--- config.mk ---
export PLATFORM = sky130hd
export DESIGN_NAME = mult_share_arbiter
export DESIGN_NICKNAME = d
export VERILOG_FILES = /design/src/rtl/mult_share_arbiter.sv
export SDC_FILE = /design/constraint.sdc
export NUM_CORES = 1
export LEC_CHECK = 0
export ABC_AREA = 0
export CORE_ASPECT_RATIO = 1.5
export CORE_UTILIZATION = 39
export CTS_BUF_LIST = sky130_fd_sc_hd__clkbuf_4
export CTS_CLUSTER_SIZE = 8
export DETAILED_ROUTE_END_ITERATION = 7
export PLACE_DENSITY = 0.78
export SLEW_MARGIN = 30
export SYNTH_ARGS = -nofsm -noshare
export SYNTH_HDL_FRONTEND = slang
export SYNTH_SLANG_ARGS = --single-unit
--- constraint.sdc ---
create_clock -name clk -period 1.8 [get_ports clk]
set_input_delay 0.27 -clock clk [delete_from_list [all_inputs] [get_ports clk]]
set_output_delay 0.27 -clock clk [all_outputs]
set_load 0.005 [all_outputs]
--- src/rtl/mult_share_arbiter.sv ---
// mult_share_arbiter
//   Shares one sequential WIDTHxWIDTH multiplier between two requesters.
//   Round-robin grant, operand latch, one-cycle start pulse, rising-edge
//   completion detect, product capture and a one-cycle ack to the winner.
//
// Ports
//   clk, reset          : clock, synchronous active-high reset
//   req0/a0/b0          : requester 0 request (held until ack0) and operands
//   req1/a1/b1          : requester 1 request (held until ack1) and operands
//   ack0, ack1          : one-cycle result-valid pulses
//   rsp_product         : captured product, held until the next capture
//   busy                : high whenever the FSM is not IDLE
//   grant_id            : current / last granted requester (resets to 1)
//   mul_start/a/b       : start pulse and latched operands to the multiplier
//   mul_product/done    : multiplier result and done level
//   err                 : watchdog timeout pulse
//
// Optional feature: define MULT_ARB_TIMEOUT_EN to enable a WAIT watchdog of
// TIMEOUT_CYCLES cycles. Without it err is tied low and WAIT never expires.
module mult_share_arbiter #(
  parameter int WIDTH          = 8,
  parameter int TIMEOUT_CYCLES = 64
) (
  input  logic               clk,
  input  logic               reset,
  input  logic               req0,
  input  logic [WIDTH-1:0]   a0,
  input  logic [WIDTH-1:0]   b0,
  input  logic               req1,
  input  logic [WIDTH-1:0]   a1,
  input  logic [WIDTH-1:0]   b1,
  output logic               ack0,
  output logic               ack1,
  output logic [2*WIDTH-1:0] rsp_product,
  output logic               busy,
  output logic               grant_id,
  output logic               mul_start,
  output logic [WIDTH-1:0]   mul_a,
  output logic [WIDTH-1:0]   mul_b,
  input  logic [2*WIDTH-1:0] mul_product,
  input  logic               mul_done,
  output logic               err
);

  typedef enum logic [1:0] {IDLE, START, WAIT, RESP} state_t;

  state_t state, state_nx;
  logic   done_q;
  logic   done_edge;
  logic   gnt_fire;
  logic   gnt_sel;
  logic   timeout_hit;

  // A held-high done level from a previous operation must not count.
  assign done_edge = mul_done & ~done_q;

  assign busy      = (state != IDLE);
  assign mul_start = (state == START);
  assign ack0      = (state == RESP) & ~grant_id;
  assign ack1      = (state == RESP) &  grant_id;

  always_comb begin
    state_nx = state;
    gnt_fire = 1'b0;
    gnt_sel  = grant_id;
    case (state)
      IDLE: begin
        if (req0 | req1) begin
          gnt_fire = 1'b1;
          // Both pending: the one not served last wins; else the lone one.
          gnt_sel  = (req0 & req1) ? ~grant_id : req1;
          state_nx = START;
        end
      end
      START: state_nx = WAIT;
      WAIT: begin
        if (done_edge)        state_nx = RESP;
        else if (timeout_hit) state_nx = IDLE;
      end
      RESP:    state_nx = IDLE;
      default: state_nx = IDLE;
    endcase
  end

  always_ff @(posedge clk) begin
    if (reset) begin
      state       <= IDLE;
      done_q      <= 1'b0;
      grant_id    <= 1'b1;
      mul_a       <= '0;
      mul_b       <= '0;
      rsp_product <= '0;
    end else begin
      state  <= state_nx;
      done_q <= mul_done;
      if (gnt_fire) begin
        grant_id <= gnt_sel;
        mul_a    <= gnt_sel ? a1 : a0;
        mul_b    <= gnt_sel ? b1 : b0;
      end
      if (state == WAIT && done_edge)
        rsp_product <= mul_product;
    end
  end

`ifdef MULT_ARB_TIMEOUT_EN
  localparam int TO_W = $clog2(TIMEOUT_CYCLES + 1);

  logic [TO_W-1:0] to_cnt;
  logic            err_q;

  // to_cnt is 0 on the first WAIT cycle; the last allowed WAIT cycle is
  // TIMEOUT_CYCLES-1, so err is seen TIMEOUT_CYCLES cycles after entry.
  assign timeout_hit = (to_cnt == TO_W'(TIMEOUT_CYCLES - 1));
  assign err         = err_q;

  always_ff @(posedge clk) begin
    if (reset) begin
      to_cnt <= '0;
      err_q  <= 1'b0;
    end else begin
      err_q  <= (state == WAIT) & ~done_edge & timeout_hit;
      to_cnt <= (state == WAIT) ? to_cnt + 1'b1 : '0;
    end
  end
`else
  logic unused_timeout;
  assign unused_timeout = (TIMEOUT_CYCLES != 0);
  assign timeout_hit    = 1'b0;
  assign err            = 1'b0;
`endif

endmodule

==> impl_metrics.toml <==
[global_route]
grtUsageTotal = 0.184
grt_first_pass_wirelength_mm = 5.92
grt.overflow.total = 0
grt_antenna_before_repair = 0
grt_pass1_vias = 1407
grt_start_max_net_pins = 37

[floorplan]
die_area_um2 = 4410
io_pins = 91
die_h_um = 80.9
rows = 28
dieWidth_um = 54.6
initial_core_util = 0.409
coreArea_um2 = 3960

[clock_network]
path_clk_slew_ns = 0.10
cts-root-buf = "clkbuf_4"
cts_buffers = 5
clock_sinks = 36
clockBufferDepth = 2
cts_hold_buf = 0
cts-resized-gates = 9
cts_htree_levels = 2
clkLatencyLatePin_ns = 0.34
cts_tree = "done"
post-cts-setup-buffers = 0

[min_path]
hold_path_class = "reg -> reg"

[routing]
wl_mm = 3.74
dr.pass1.iters = 4
vias = 1560
route.detailed.wl_per_inst_um = 11.5
drtIter0Drc = 29
remaining_drc_errors = 0
detail-route-antenna-nets = 0
drt-vias-per-instance = 4.81

[worst_setup_path]
slowest_stage = "dfxtp_2"
startpoint_type = "flip-flop"
max_stage_delay_ns = 0.34
path_max_fanout = 3
critPathRequiredTime_ns = 1.53
path_class = "reg -> out"
worstPathCellList = "buf_4 > ha_1 > and2_1 > dlygate4sd2_1"
end_kind = "primary output"
crit_arrival_ns = 1.43

[timing]
setup_tns_ns = 0
max_freq_mhz = 589
hold_violations = 0
grt_setup_unrepaired = "false"
period_share = 0.943
holdWs_ns = 0.457
setup_viol = 0
maxSlewViolCount = 0
period_minus_slack_ns = 1.70
clock_skew_ns = 0.00745

[synthesis]
yosys_register_bits = 36
yosys.cell_types.count = 26
postSynthAreaPerCell_um2 = 8.47
netlist_area_um2 = 1620
syn-num-nets = 249
ys_seq_area_frac = 0.445
ys_warn_count = 0
synthCells = 191
yosysTopAreaCell = "dfxtp_1"
synth_area_leaders = "dfxtp_1 45%, nand2_1 15%, a311oi_2 9.3%"
synth_top_area_frac = 0.445

[cells_and_area]
area_growth_pct = 60.3
nets = 336
final_util = 0.655
drive_gt1_frac = 0.115
n_antenna_cell = 0

[power_and_ir_drop]
power.leakage_nw = 0.987
total_power_mw = 3.31
vdd_drop_max_v = 0.000839
p_per_area_nw_per_um2 = 1280

[placed_design]
hpwl_mm = 2.74
gp_congestion = 0.679
io_buffers = 89

[job]
cap_viol_max_count = 0

[status]
status = "complete, no violations"
-- area by class of cell --
class	count	area, µm²
multi-input cells	137	783
well taps	45	56.3
repair buffers	94	965
inverters	4	15.0
clock inverters	3	13.8
fillers	346	1370
flip-flops and latches	36	723
clock buffers	5	37.5
-- layout by cell type (no fill, tap or decap), types with 2 or more instances in the layout --
cell             synthesis  layout
buf_4                    3       2
a311oi_1                 6       6
dfxtp_1                 36      34
a21oi_1                 17      17
nor3_1                   2       2
inv_2                    0       2
clkdlybuf4s50_1          0      85
clkbuf_4                 0       5
nor2b_1                  2       2
nor2_1                  20      20
dlygate4sd2_1            0       3
buf_12                   0       3
ha_1                     5       4
clkinv_2                 0       2
inv_1                    4       2
nand2_1                 64      64
a311oi_2                10      10
nand2b_1                 2       2
dfxtp_2                  0       2
-- where the power goes --
part / internal, mW / switching, mW / total, mW
Combinational: 0.947 / 0.818 / 1.76
Clock: 0.143 / 0.261 / 0.404
Sequential: 1.02 / 0.125 / 1.14
-- final timing paths --
check	depth (start not counted)	end	slack [ns]	startpoint
worst min-delay path	2	rsp_product[2]	0.46	rsp_product[2]
worst min register to register	2	rsp_product[2]	0.46	rsp_product[2]
worst max register to register	6	mul_b[4]	0.21	state[1]
worst max-delay path	4	ack1	0.10	state[0]
-- stage by stage --
stage / cells / setup slack, ns / instance area, µm²
after floorplan: 191 / 0.222 / 1620
after global placement: 316 / 0.113 / 2530
after detailed placement: 316 / 0.0578 / 2530
after CTS: 324 / 0.0652 / 2590
after global routing: 324 / 0.0185 / 2590
final: 324 / 0.103 / 2590
-- cells in the mapped netlist --
cell type	instances
a21oi_1	17
dlygate4sd1_1	1
buf_4	3
nor2_2	1
nor3b_1	1
nand2_1	64
a311oi_2	10
buf_2	3
mux2i_1	1
a31oi_2	1
nor2_1	20
a31o_2	1
and2_1	1
nand2b_1	2
dlymetal6s2s_1	1
a21oi_2	1
a311oi_1	6
dfxtp_1	36
nor2b_1	2
clkbuf_1	2
inv_1	4
ha_1	5
conb_1	1
nor3_1	2
buf_6	4
or2_2	1
-- routing by layer --
layer,vias up,GRT usage,part of all wire
li1,806,-,-
met5,-,0,0
met1,685,0.191,0.39
met3,6,0.0637,0.074
met4,0,0.0769,0.019
met2,63,0.319,0.52
-- registers in the layout, summed over array words and instances, names as in the netlist, named ones only --
register / flops
rsp_product: 16
mul_a: 8
mul_b: 8
state: 2
done_q: 1
-- logic make-up (layout without fill, tap and decap cells) --
kind of cell | Yosys count | in the layout | share of synthesized area
and+or+nand+nor | 94 | 94 | 0.233
AOI/OAI and AO/OA | 36 | 36 | 0.196
DFF | 36 | 36 | 0.445
buffers and inverters | 18 | 106 | 0.0781
adders and majority gates | 5 | 5 | 0.0387
other | 1 | 1 | 0.00232
muxes | 1 | 1 | 0.00619
-- worst max-delay path, delay by kind of cell, from the launching register on --
kind          cells  cell delay (ns)
fa+ha+maj         1             0.21
buf+inv           2             0.39
flops             1             0.34
simple gates      1             0.15
Note: power is estimated with default switching activity, not from simulation.
